$ cat src/rtl/majority_window_if.sv
// Sample-stream and decision bundle for majority_window.
// The slave side is the filter; the master side feeds samples and watches the decision.
interface majority_window_if #(
    parameter int unsigned W = 8
);
    localparam int unsigned CW = $clog2(W + 1);

    logic          clr;
    logic          din;
    logic          din_valid;
    logic [CW-1:0] count;
    logic          maj;
    logic          maj_valid;
    logic          maj_change;

    modport master (
        output clr, din, din_valid,
        input  count, maj, maj_valid, maj_change
    );

    modport slave (
        input  clr, din, din_valid,
        output count, maj, maj_valid, maj_change
    );
endinterface

$ cat src/rtl/majority_window.sv
// Sliding-window majority filter over the last W accepted samples.
// Optional macro MAJ_HYST_EN adds a HYST-count hysteresis band to the clear decision in RUN.
module majority_window #(
    parameter int unsigned W      = 8,
    parameter int unsigned THRESH = W / 2 + 1,
    parameter int unsigned HYST   = 1
) (
    input  logic             clk,
    input  logic             rst_n,
    majority_window_if.slave bus
);
    localparam int unsigned   CW       = $clog2(W + 1);
    localparam logic [CW-1:0] W_C      = CW'(W);
    localparam logic [CW-1:0] THRESH_C = CW'(THRESH);
`ifdef MAJ_HYST_EN
    localparam logic [CW-1:0] CLR_LVL  = CW'(THRESH - HYST);
`endif

    // Elaboration-time range guards.
    if (W < 2 || W > 64) begin : g_bad_w
        $error("majority_window: W out of range 2..64");
    end
    if (THRESH < 1 || THRESH > W) begin : g_bad_thresh
        $error("majority_window: THRESH out of range 1..W");
    end
    if (HYST >= THRESH) begin : g_bad_hyst
        $error("majority_window: HYST must be below THRESH");
    end

    typedef enum logic [0:0] {StFill, StRun} state_e;

    state_e        state_q, state_d;
    logic [W-1:0]  window_q, window_d;
    logic [CW-1:0] count_q, count_d;
    logic [CW-1:0] fill_q, fill_d;
    logic          maj_q, maj_d;
    logic          valid_q, valid_d;
    logic          change_q, change_d;

    logic [CW-1:0] din_ext;
    logic [CW-1:0] old_ext;

    assign din_ext = {{(CW-1){1'b0}}, bus.din};
    assign old_ext = {{(CW-1){1'b0}}, window_q[W-1]};

    always_comb begin
        state_d  = state_q;
        window_d = window_q;
        count_d  = count_q;
        fill_d   = fill_q;
        maj_d    = maj_q;
        valid_d  = valid_q;
        change_d = 1'b0;

        if (bus.clr) begin
            // Clear wins over a same-cycle sample, which is dropped.
            state_d  = StFill;
            window_d = '0;
            count_d  = '0;
            fill_d   = '0;
            maj_d    = 1'b0;
            valid_d  = 1'b0;
        end else if (bus.din_valid) begin
            window_d = {window_q[W-2:0], bus.din};
            unique case (state_q)
                StFill: begin
                    count_d = count_q + din_ext;
                    fill_d  = fill_q + CW'(1);
                    if (fill_d == W_C) begin
                        // Entering RUN takes the set rule only and never pulses maj_change.
                        state_d = StRun;
                        valid_d = 1'b1;
                        maj_d   = (count_d >= THRESH_C);
                    end
                end
                StRun: begin
                    count_d = count_q + din_ext - old_ext;
`ifdef MAJ_HYST_EN
                    if (count_d >= THRESH_C) begin
                        maj_d = 1'b1;
                    end else if (count_d < CLR_LVL) begin
                        maj_d = 1'b0;
                    end
`else
                    maj_d = (count_d >= THRESH_C);
`endif
                    change_d = (maj_d != maj_q);
                end
                default: state_d = StFill;
            endcase
        end
    end

    always_ff @(posedge clk or negedge rst_n) begin
        if (!rst_n) begin
            state_q  <= StFill;
            window_q <= '0;
            count_q  <= '0;
            fill_q   <= '0;
            maj_q    <= 1'b0;
            valid_q  <= 1'b0;
            change_q <= 1'b0;
        end else begin
            state_q  <= state_d;
            window_q <= window_d;
            count_q  <= count_d;
            fill_q   <= fill_d;
            maj_q    <= maj_d;
            valid_q  <= valid_d;
            change_q <= change_d;
        end
    end

    assign bus.count      = count_q;
    assign bus.maj        = maj_q;
    assign bus.maj_valid  = valid_q;
    assign bus.maj_change = change_q;
endmodule
$ cat src/flat_wrapper.sv
// flat-port wrapper written by rule: the top's interface ports become plain ports
module majority_window_flat 
#(
    parameter int unsigned W      = 8,
    parameter int unsigned THRESH = W / 2 + 1,
    parameter int unsigned HYST   = 1
)
  (clk, rst_n, bus_clr, bus_din, bus_din_valid, bus_count, bus_maj, bus_maj_valid, bus_maj_change);
  majority_window_if #(.W(W)) bus_i ();
  input  logic clk;
  input  logic rst_n;
  input wire logic [$bits(bus_i.clr)-1:0] bus_clr;
  input wire logic [$bits(bus_i.din)-1:0] bus_din;
  input wire logic [$bits(bus_i.din_valid)-1:0] bus_din_valid;
  output wire logic [$bits(bus_i.count)-1:0] bus_count;
  output wire logic [$bits(bus_i.maj)-1:0] bus_maj;
  output wire logic [$bits(bus_i.maj_valid)-1:0] bus_maj_valid;
  output wire logic [$bits(bus_i.maj_change)-1:0] bus_maj_change;
  assign bus_i.clr = bus_clr;
  assign bus_i.din = bus_din;
  assign bus_i.din_valid = bus_din_valid;
  assign bus_count = bus_i.count;
  assign bus_maj = bus_i.maj;
  assign bus_maj_valid = bus_i.maj_valid;
  assign bus_maj_change = bus_i.maj_change;
  majority_window #(.W(W), .THRESH(THRESH), .HYST(HYST)) u_core (.clk(clk), .rst_n(rst_n), .bus(bus_i));
endmodule
$ cat config.mk
export PLATFORM = sky130hd
export DESIGN_NAME = majority_window_flat
export DESIGN_NICKNAME = d
export VERILOG_FILES = /design/src/rtl/majority_window_if.sv /design/src/rtl/majority_window.sv /design/src/flat_wrapper.sv
export SDC_FILE = /design/constraint.sdc
export NUM_CORES = 1
export LEC_CHECK = 0
export ABC_AREA = 1
export CAP_MARGIN = 20
export CORE_MARGIN = 1
export CORE_UTILIZATION = 51
export CTS_CLUSTER_SIZE = 16
export DETAILED_ROUTE_END_ITERATION = 6
export DONT_BUFFER_PORTS = 1
export GPL_ROUTABILITY_DRIVEN = 0
export PLACE_DENSITY = 0.66
export SYNTH_ARGS = -nofsm -noshare
export SYNTH_HDL_FRONTEND = slang
export SYNTH_SLANG_ARGS = --single-unit
export TNS_END_PERCENT = 100
$ cat constraint.sdc
create_clock -name clk -period 2.1 [get_ports clk]
set_input_delay 0.105 -clock clk [delete_from_list [all_inputs] [get_ports clk]]
set_output_delay 0.105 -clock clk [all_outputs]
set_load 0.02 [all_outputs]
Yosys cells after proc, flatten, opt, wreduce, memory -nomap -nowiden
Cells that the tools add are included.

Logic and storage cells: 45. Flip-flop bits (word level): 20.

Order comparisons: 2. Reductions and logical operators: 5. Multiplexer cells: 23. $add $sub $neg: 3. Bitwise gates (word level): 1. Equal/unequal tests: 4.

Operators with widths (number): 4-bit two-way mux (5); 8-bit two-way mux (2); 1-bit two-way mux (14); 4-bit by 3-bit >= comparator with 1-bit output, second input constant (2); 4-bit one-hot mux with 2 select lines (1); 4-bit by 1-bit adder with 4-bit output (1); 4-bit by 1-bit adder with 4-bit output, second input constant (1); 4-bit == test, second input constant (1); 2-bit AND reduction (2); 2-bit nonzero test (2); 4-bit by 1-bit subtractor with 4-bit output (1); 3-bit by 2-bit inequality test with 1-bit output, second input constant (1); 3-bit AND reduction (1); 2-bit inequality test, second input constant (1); 1-bit one-hot mux with 2 select lines (1); 1-bit inequality test (1); 1-bit NOT (1).

Longest topological paths before layout
Gate-level depths: netlist (run 1).

Word-level depth: 7. Gate-level depth with buffers: 11. Depth with buffers taken out: 11.

Worst setup path after synthesis (run 1)
OpenSTA, ideal clock, no wires.

Path type: register -> register. Start point: register u_core.count_q[0] (netlist: u_core.bus.count[0]). End point: register u_core.change_q (netlist: u_core.bus.maj_change). Arrival time: 1702 ps. Path buffers: 0. Stages on the path, launching flop included: 11. Slack: 282 ps. Path through: dfrtp_1 ha_1 ha_1 inv_1 ha_1 nand2_1 nand3_2 nand3_1 nand2_1 nand2_1 nor2_1.

Longest elaborated chain between the ends: 7.

Ends and longest elaborated chain: start, declared (RTL line majority_window.sv:34) `logic [CW-1:0] count_q, count_d;`; start signal, assigned (RTL line majority_window.sv:106) `count_q <= count_d;`; 4-bit by 1-bit adder with 4-bit output (RTL line majority_window.sv:77) `count_d = count_q + din_ext - old_ext;`; 4-bit by 1-bit subtractor with 4-bit output (RTL line majority_window.sv:77); 4-bit by 3-bit >= comparator with 1-bit output (RTL line majority_window.sv:85) `maj_d = (count_d >= THRESH_C);`; 1-bit inequality test (RTL line majority_window.sv:87) `change_d = (maj_d != maj_q);`; 1-bit two-way mux (RTL line majority_window.sv:65) `unique case (state_q)`; 1-bit two-way mux (RTL line majority_window.sv:63) `end else if (bus.din_valid) begin`; 1-bit two-way mux (RTL line majority_window.sv:55) `if (bus.clr) begin`; net u_core.change_d (RTL line majority_window.sv:38) `logic change_q, change_d;`; end signal, assigned (RTL line majority_window.sv:110) `change_q <= change_d;`; end, declared (RTL line majority_window.sv:38).

The timed path passes the listed nets, and every way through them passes these cells. A chain may end at the register's enable or synchronous reset.

Final worst setup path (run 1)
Same ends and word-level chain as after synthesis.

==> results of run 1 <==
-- timing repair --
item | in CTS | in global routing
hold buffers | 5 | 0
endpoints found under the hold margin | 24 | 0
setup endpoints to repair | 0 | 0
resized for setup | 0 | 0
-- power by group through the flow --
stage	combinational, uW	clock [uW]	sequential (uW)
after floorplan	37.7	0	410
after detailed placement	52.7	0	409
after global placement	51.7	0	409
final	68.0	315	401
after global routing	76.9	337	403
after CTS	68.3	321	401
-- cell type report --
| cell class | count | area share [%] |
|---|---|---|
| clock buffers | 3 | 1.84 |
| flip-flops and latches | 20 | 40.8 |
| well taps | 27 | 2.76 |
| inverters | 22 | 6.73 |
| repair buffers | 6 | 4.69 |
| clock inverters | 1 | 2.45 |
| multi-input cells | 93 | 40.7 |
-- logic make-up (layout without fill, tap and decap cells) --
kind of cell | count (synthesis) | count (layout) | synth area share, %
flip-flops | 20 | 20 | 45.9
buffers and inverters | 23 | 32 | 8.27
adder cells (fa/ha/maj) | 5 | 5 | 5.74
AND/OR/NAND/NOR | 65 | 65 | 28.1
AO/OA/AOI/OAI | 23 | 23 | 11.9
-- sequential cells by signal, summed over array words and instances, names as in the netlist --
name                   count
u_core.state_q             1
u_core.window_q            8
u_core.bus.maj             1
u_core.fill_q              4
u_core.bus.count           4
u_core.bus.maj_change      1
u_core.bus.maj_valid       1
-- worst reg2reg max path, stage by stage (launching register included) --
cell and delay [ns]:
dfrtp_1 0.41, ha_1 0.25, ha_1 0.31, inv_1 0.06, ha_1 0.20, nand3b_1 0.19
nand3_2 0.10, nand3_1 0.07, nand2_1 0.05, nand2_1 0.05, nor2_1 0.08
-- worst paths after layout --
check                                     from                     to  cells past startpoint
max                        u_core.bus.count[0]  u_core.bus.maj_change                     10
min                                    bus_clr  u_core.bus.maj_change                      3
max reg2reg                u_core.bus.count[0]  u_core.bus.maj_change                     10
min reg2reg                 u_core.window_q[5]     u_core.window_q[6]                      2
max in group asynchronous                rst_n       u_core.fill_q[2]                      1
min in group asynchronous                rst_n    u_core.bus.count[2]                      1
-- routing by layer --
metal | part of all wire (%) | GRT usage (%)
met1 | 45 | 25.2
met2 | 51 | 38.4
met3 | 2.9 | 3.33
met4 | 0.47 | 6.67
met5 | 0 | 0
-- cells in the final DEF, fill, tap and decap left out, drive strengths merged --
cell         synthesis  routed
a21oi                4       4
a32o                 1       1
buf                  1       1
bufinv               0       1
clkbuf               0       3
dfrtp               20      20
dlygate4sd3          0       5
ha                   5       5
inv                 22      22
nand2               40      40
nand3               16      16
nand3b               2       2
nand4                3       3
nor2                 4       4
o21ai               10      10
o22ai                8       8
-- metrics by stage --
stage	total power (uW)	instance area [sq um]	hold WS [ns]
after floorplan	448	1090	-0.191
after global placement	460	1120	-0.190
after CTS	791	1230	0.00926
after global routing	817	1230	0.0217
final	784	1230	0.0136
after detailed placement	462	1120	-0.190
==> impl_metrics.env, run 1 <==
export IMPL_ir_drop_uv=483
export IMPL_slew_headroom_pct=41.5
export IMPL_fin_crit_ns=1.83
export IMPL_syn_area_sq_um=1090
export IMPL_powerDensity_nw_per_um2=640
export IMPL_synth_edf_count=0
export IMPL_clk_latency_ns=0.31
export IMPL_synth_most_common_cell="nand2_1"
export IMPL_crit_required_ns=2.34
export IMPL_synth_fp_nets=146
export IMPL_path_class="flop to flop"
export IMPL_p_comb_share_pct=8.7
export IMPL_slew_violations=0
export IMPL_synthCells=136
export IMPL_period_share_pct=87.2
export IMPL_seq_area_sq_um=500
export IMPL_drtIter0Drc=19
export IMPL_hpwlAfterDp_microns=1580
export IMPL_routed_via_density=5.39
export IMPL_tightest_slew_ns=0.874
export IMPL_cts_tree="yes"
export IMPL_rsz0062_at_grt="no"
export IMPL_multi_input_area_sq_um=499
export IMPL_grt_ovfl_total=0
export IMPL_cpLargestDelayFamily="adder cells"
export IMPL_num_vias=927
export IMPL_cap_viol_max_count=0
export IMPL_setup_ws_ns=0.269
export IMPL_ant_nets=0
export IMPL_crit_buf_inv=1
export IMPL_synth_area_leaders="dfrtp_1, nand2_1, nand3_1"
export IMPL_die_y_microns=48.2
export IMPL_drcViolationCount=0
export IMPL_h_tree_depth=1
export IMPL_grt_pass1_wl_microns=3290
export IMPL_fin_setup_tns_ns=0
export IMPL_ys_dominant_reg_cell="dfrtp_1"
export IMPL_die_area_sq_um=2330
export IMPL_leakage_uw=0.000586
export IMPL_design_portCount=12
export IMPL_rows=16
export IMPL_clock_path_buffers=2
export IMPL_power_switching_uw=175
export IMPL_nNetsFinal=156
export IMPL_die_x_microns=48.2
export IMPL_cp_max_fo=4
export IMPL_coreArea_sq_um=1980
export IMPL_layout_drive_gt1_share_pct=11.0
export IMPL_synth_commonest_cells="nand2_1, dfrtp_1, inv_1"
export IMPL_fillers=182
export IMPL_grt_pass1_vias=832
export IMPL_synth_cell_types=18
export IMPL_crit_top_cell="ha_1"
export IMPL_start_util_pct=55.0
export IMPL_p_clk_share_pct=40.2
export IMPL_critical_path_cell_chain="ha_1, ha_1, inv_1, ha_1, nand3b_1, nand3_2, nand3_1, nand2_1, nand2_1, nor2_1"
export IMPL_share_seq_of_total_power_pct=51.2
export IMPL_antenna_found_initial=0
export IMPL_postLayoutCoreUtil_pct=61.9
export IMPL_crit_path_end_kind="flop"
export IMPL_place_ws_ns=0.307
export IMPL_cts_buffers=3
export IMPL_yosysWarnings=0
export IMPL_r2r_setup_slack_ns=0.27
export IMPL_status="completed"
export IMPL_track_usage_pct=21.1
export IMPL_max_freq_mhz=546
export IMPL_internal_power_uw=610
export IMPL_finalHoldViolations=0
export IMPL_synth_seq_cells=20
export IMPL_port_buffers=0
export IMPL_arrival_ns=2.07
export IMPL_async_flop_share_pct=100
export IMPL_dp_cells=163
export IMPL_setup_viol=0
export IMPL_clock_sinks=20
export IMPL_area_delta_synth_final_pct=12.5
export IMPL_post_cts_setup_buffers=0
export IMPL_yosys_area_top_type="dfrtp_1"
export IMPL_switching_share_pct=22.3
export IMPL_cts_root_buffer="clkbuf_4"
export IMPL_final_cells=172
export IMPL_wl_microns=2150
export IMPL_hp_class="primary input to flop"
export IMPL_postSynthAreaPerCell_sq_um=8.01
export IMPL_finClkSkew_ns=0.00505
export IMPL_max_stage_delay_ns=0.41
export IMPL_crit_slowest_cell="dfrtp_1"
export IMPL_yosysSeqAreaShare_pct=45.9
export IMPL_wire_per_inst_microns=12.5
export IMPL_synth_top_area_share_pct=45.9
export IMPL_num_antenna_cells=0
export IMPL_first_pass_iters=4
export IMPL_cts_reportedPaths_clkPinSlew_ns=0.11
export IMPL_grt_max_degree=21
export IMPL_startpoint_type="flop"
(Power assumes the default switching activity.)
==> run 2, diff against run 1 <==
Settings changed: CAP_MARGIN 20 to unset, CORE_UTILIZATION 51 to 35, PLACE_DENSITY 0.66 to unset.
==> run 2 against run 1 <==
Effect of this change: the run now ends with design-rule violations left; final cell count is 2.3% higher; hold slack better by 0.0063 ns; first-iteration DRC count is 53% higher; die area is 44% higher; sequential cell count stayed put; sequential share of layout area is 0.083 points lower; utilization is 19 points lower; clock power is 1% higher; clock skew is 0.0031 ns higher; count of clock-buffer cells in the layout stayed put; via count stayed put; worst setup slack worse by 0.0037 ns; critical endpoint unchanged; largest cell class unchanged.
==> impl_metrics.env, run 2 (synthesis results as in run 1) <==
export IMPL_design_portCount=12
export IMPL_regMostFlops="u_core.window_q"
export IMPL_powerDensity_nw_per_um2=642
export IMPL_max_freq_mhz=545
export IMPL_crit_top_cell="ha_1"
export IMPL_grt_pass1_wl_microns=4200
export IMPL_path_class="flop to flop"
export IMPL_violations="design-rule violations"
export IMPL_clk_latency_ns=0.31
export IMPL_period_share_pct=87.4
export IMPL_cts_buffers=3
export IMPL_area_delta_synth_final_pct=12.7
export IMPL_cts_reportedPaths_clkPinSlew_ns=0.12
export IMPL_num_vias=927
export IMPL_critPathLaunch="u_core.bus.count[0]"
export IMPL_rows=19
export IMPL_hpwlAfterDp_microns=1620
export IMPL_final_cells=176
export IMPL_clock_sinks=20
export IMPL_nNetsFinal=156
export IMPL_crit_buf_inv=1
export IMPL_drtIter0Drc=29
export IMPL_rsz0062_at_grt="no"
export IMPL_ir_drop_uv=365
export IMPL_startpoint_type="flop"
export IMPL_crit_required_ns=2.35
export IMPL_crit_path_end_kind="flop"
export IMPL_tightest_slew_ns=0.880
export IMPL_max_stage_delay_ns=0.40
export IMPL_slew_violations=0
export IMPL_die_area_sq_um=3340
export IMPL_fin_crit_ns=1.84
export IMPL_die_x_microns=57.8
export IMPL_worstHoldStart="bus_clr"
export IMPL_grt_max_degree=21
export IMPL_h_tree_depth=1
export IMPL_finalHoldViolations=0
export IMPL_port_buffers=0
export IMPL_crit_slowest_cell="dfrtp_1"
export IMPL_start_util_pct=38.2
export IMPL_post_cts_setup_buffers=0
export IMPL_die_y_microns=57.8
export IMPL_regToRegStartpoint="u_core.bus.count[0]"
export IMPL_cts_tree="yes"
export IMPL_ant_nets=0
export IMPL_track_usage_pct=16.1
export IMPL_power_total_uw=789
export IMPL_leakage_uw=0.000590
export IMPL_antenna_found_initial=0
export IMPL_cp_max_fo=4
export IMPL_layout_drive_gt1_share_pct=11.7
export IMPL_slew_headroom_pct=41.1
export IMPL_wl_microns=2200
export IMPL_dp_cells=168
export IMPL_cts_root_buffer="clkbuf_4"
export IMPL_clock_path_buffers=2
export IMPL_drcViolationCount=1
export IMPL_hold_slack_ns=0.0198
export IMPL_layout_commonest_cell="nand2_1"
export IMPL_hp_class="primary input to flop"
export IMPL_cap_viol_max_count=0
export IMPL_final_cell_mix="nand2_1, dfrtp_1, inv_1"
export IMPL_first_pass_iters=6
export IMPL_place_area_sq_um=1140
export IMPL_num_antenna_cells=0
export IMPL_status="complete, but fails checks"
export IMPL_final_area_sq_um=1230
export IMPL_fin_setup_tns_ns=0
export IMPL_routed_via_density=5.27
export IMPL_setup_viol=0
export IMPL_cpLargestDelayFamily="adder cells"
export IMPL_critical_path_cell_chain="ha_1, ha_1, inv_1, ha_1, nand3b_1, nand3_2, nand3_1, nand2_1, nand2_1, nor2_1"
export IMPL_coreArea_sq_um=2850
export IMPL_arrival_ns=2.08
export IMPL_finClkSkew_ns=0.00811
export IMPL_wire_per_inst_microns=12.5
export IMPL_grt_pass1_vias=968
export IMPL_grt_ovfl_total=0
export IMPL_largest_reg_flops=8
-- run 2: cell count changes in the layout (fill, tap and decap cells not counted) --
cell / before / now
dlygate4sd3_1: 5 / 4
buf_4: 1 / 2
-- run 2: path summary, 6_finish.rpt --
| check | slack, ns | cells past startpoint | to |
|---|---|---|---|
| worst max-delay path | 0.26 | 10 | u_core.bus.maj_change |
| worst min-delay path | 0.02 | 3 | u_core.bus.maj_change |
| worst max register to register | 0.26 | 10 | u_core.bus.maj_change |
| worst min register to register | 0.54 | 2 | u_core.window_q[6] |
| max in group asynchronous | 1.21 | 1 | u_core.fill_q[0] |
| min in group asynchronous | 0.34 | 1 | u_core.bus.count[3] |
-- run 2: repair_timing --
item | 4_1_cts | 5_1_grt
gates resized for setup | 0 | 0
hold endpoints to repair | 25 | 0
endpoints found under the setup margin | 0 | 0
hold buffers | 4 | 0
-- run 2: final cells by class --
| class | instances | area, sq um |
|---|---|---|
| well taps | 31 | 38.8 |
| clock inverters | 1 | 30.0 |
| clock buffers | 3 | 22.5 |
| multi-input cells | 93 | 499 |
| flip-flops and latches | 20 | 500 |
| repair buffers | 6 | 55.1 |
| inverters | 22 | 82.6 |
| fillers | 286 | 1620 |
-- run 2: tightest hold or removal path, delay by kind of cell --
family	cells	cell delay, ns
AND/OR/NAND/NOR	2	0.14
buffers and inverters	1	0.07
-- run 2: power breakdown --
part / switching, uW / total [uW] / internal, uW
sequential: 6.85 / 400 / 393
clock: 126 / 319 / 193
combinational: 46.3 / 69.8 / 23.4
-- run 2: routing by layer --
| layer | track usage, % | up-vias | wire length [microns] |
|---|---|---|---|
| met4 | 5.78 | 0 | 31 |
| met5 | 0 | - | 0 |
| met3 | 4.02 | 4 | 92 |
| met2 | 27.3 | 16 | 1030 |
| met1 | 19.9 | 436 | 1050 |
| li1 | - | 471 | - |
-- run 2: stage by stage --
stage	worst slack [ns]	util (%)
2_1_floorplan	0.282	-
3_3_place_gp	0.336	39.8
3_5_place_dp	0.296	39.8
4_1_cts	0.264	43.1
5_1_grt	0.0496	43.1
6_report	0.265	43.1
==> run 3, diff against run 2 <==
Settings changed: PLACE_DENSITY set to 0.5.
==> run 3 against run 2 <==
Effect of this change: the flow still finishes with violations (design-rule violations); power shrank 12%; final area shrank 0.51%; fmax grew 1.1%; hold slack lost 0.0011 ns; combinational power grew 3.6%; worst setup slack gained 0.020 ns; critical path depth is the same; routed wire length grew 2.1%; clock skew shrank 0.00086 ns; sequential cell count is the same; sequential power is essentially flat; clock power shrank 31%; largest cell class unchanged.
==> impl_metrics.env, run 3 (synthesis results as in run 1) <==
export IMPL_antenna_found_initial=0
export IMPL_hold_depth=3
export IMPL_ir_drop_uv=433
export IMPL_arrival_ns=2.02
export IMPL_clk_latency_ns=0.30
export IMPL_crit_slowest_cell="dfrtp_1"
export IMPL_grt_pass1_vias=842
export IMPL_rr_endpoint="u_core.bus.maj_change"
export IMPL_largest_reg_flops=8
export IMPL_worst_r2r_path_depth=10
export IMPL_track_usage_pct=15.2
export IMPL_powerDensity_nw_per_um2=567
export IMPL_place_area_sq_um=1140
export IMPL_final_area_sq_um=1220
export IMPL_final_cell_mix="nand2_1, dfrtp_1, inv_1"
export IMPL_rows=19
export IMPL_grt_ovfl_total=0
export IMPL_hpwlAfterDp_microns=1650
export IMPL_routed_via_density=5.30
export IMPL_period_share_pct=86.4
export IMPL_drtIter0Drc=33
export IMPL_design_portCount=12
export IMPL_ctsHoldBuffers=5
export IMPL_status="complete, but fails checks"
export IMPL_worstHoldStart="bus_clr"
export IMPL_cts_reportedPaths_clkPinSlew_ns=0.11
export IMPL_die_x_microns=57.8
export IMPL_cts_root_buffer="clkbuf_4"
export IMPL_setup_viol=0
export IMPL_wl_microns=2250
export IMPL_violations="design-rule violations"
export IMPL_drcViolationCount=3
export IMPL_cp_max_fo=4
export IMPL_leakage_uw=0.000585
export IMPL_grt_max_degree=21
export IMPL_layout_drive_gt1_share_pct=11.6
export IMPL_grt_pass1_wl_microns=3820
export IMPL_tightest_slew_ns=0.929
export IMPL_max_freq_mhz=551
export IMPL_layout_commonest_cell="nand2_1"
export IMPL_clock_path_buffers=2
export IMPL_r2r_setup_slack_ns=0.29
export IMPL_hold_end="u_core.bus.maj_change"
export IMPL_post_cts_resized=0
export IMPL_num_vias=938
export IMPL_cts_tree="yes"
export IMPL_regToRegStartpoint="u_core.bus.count[0]"
export IMPL_slew_violations=0
export IMPL_crit_buf_inv=1
export IMPL_port_buffers=0
export IMPL_finalHoldViolations=0
export IMPL_hp_class="primary input to flop"
export IMPL_finClkSkew_ns=0.00725
export IMPL_hold_slack_ns=0.0188
export IMPL_ant_nets=0
export IMPL_rsz0062_at_grt="no"
export IMPL_h_tree_depth=1
export IMPL_nNetsFinal=157
export IMPL_slew_headroom_pct=37.9
export IMPL_die_y_microns=57.8
export IMPL_fillers=302
export IMPL_setup_ws_ns=0.285
export IMPL_cpLargestDelayFamily="adder cells"
export IMPL_post_cts_setup_buffers=0
export IMPL_fin_setup_tns_ns=0
export IMPL_crit_required_ns=2.31
export IMPL_max_stage_delay_ns=0.39
export IMPL_num_antenna_cells=0
export IMPL_regMostFlops="u_core.window_q"
export IMPL_cap_viol_max_count=0
export IMPL_wire_per_inst_microns=12.7
export IMPL_fin_crit_ns=1.81
export IMPL_power_total_uw=693
export IMPL_crit_path_end_kind="flop"
export IMPL_path_class="flop to flop"
export IMPL_coreArea_sq_um=2850
export IMPL_area_delta_synth_final_pct=12.2
export IMPL_critical_path_cell_chain="ha_1, ha_1, inv_1, ha_1, nand2_1, nand3_2, nand3_1, nand2_1, nand2_1, nor2_1"
export IMPL_place_ws_ns=0.296
export IMPL_first_pass_iters=6
export IMPL_clock_sinks=20
export IMPL_cts_buffers=3
export IMPL_die_area_sq_um=3340
export IMPL_startpoint_type="flop"
export IMPL_start_util_pct=38.2
run 3: layout make-up:
class / instances / area [sq um] / area share, %
well taps: 31 / 38.8 / 3.17
repair buffers: 7 / 65.1 / 5.32
clock buffers: 4 / 36.3 / 2.97
multi-input cells: 93 / 499 / 40.8
flip-flops and latches: 20 / 500 / 40.9
inverters: 22 / 82.6 / 6.76
run 3: worst max path at each step:
stage | start | end | slack, ns | cells after the start
floorplan | u_core.bus.count[0] | u_core.bus.maj_change | 0.28 | 10
global placement | u_core.bus.count[0] | u_core.bus.maj | 0.32 | 9
detailed placement | u_core.bus.count[0] | u_core.bus.maj_change | 0.30 | 10
CTS | u_core.bus.count[0] | u_core.bus.maj_change | 0.27 | 10
global route | u_core.bus.count[0] | u_core.bus.maj_change | 0.15 | 10
finish | u_core.bus.count[0] | u_core.bus.maj_change | 0.29 | 10
run 3: through the flow:
| stage | std cells | util, % |
|---|---|---|
| after floorplan | 136 | - |
| after global placement | 168 | 39.8 |
| after detailed placement | 168 | 39.8 |
| after CTS | 177 | 42.9 |
| after global routing | 177 | 42.9 |
| final | 177 | 42.9 |
run 3: worst reg2reg max path, cell delays in order, from the launching register on:
cell     delay (ns)
dfrtp_1        0.39
ha_1           0.24
ha_1           0.32
inv_1          0.06
ha_1           0.30
nand2_1        0.09
nand3_2        0.10
nand3_1        0.08
nand2_1        0.05
nand2_1        0.06
nor2_1         0.03
run 3: routing by layer:
metal | track usage (%) | vias up | share of wire (%)
met5 | 0 | - | 0
met4 | 4.08 | 0 | 0.71
met3 | 5.36 | 2 | 4.4
met2 | 22.5 | 17 | 46
met1 | 21.2 | 446 | 49
li1 | - | 473 | -
run 3: report_power, final:
group	internal (uW)	total [uW]	switching (uW)
combinational	24.5	72.3	47.9
sequential	393	400	6.80
clock	106	221	115
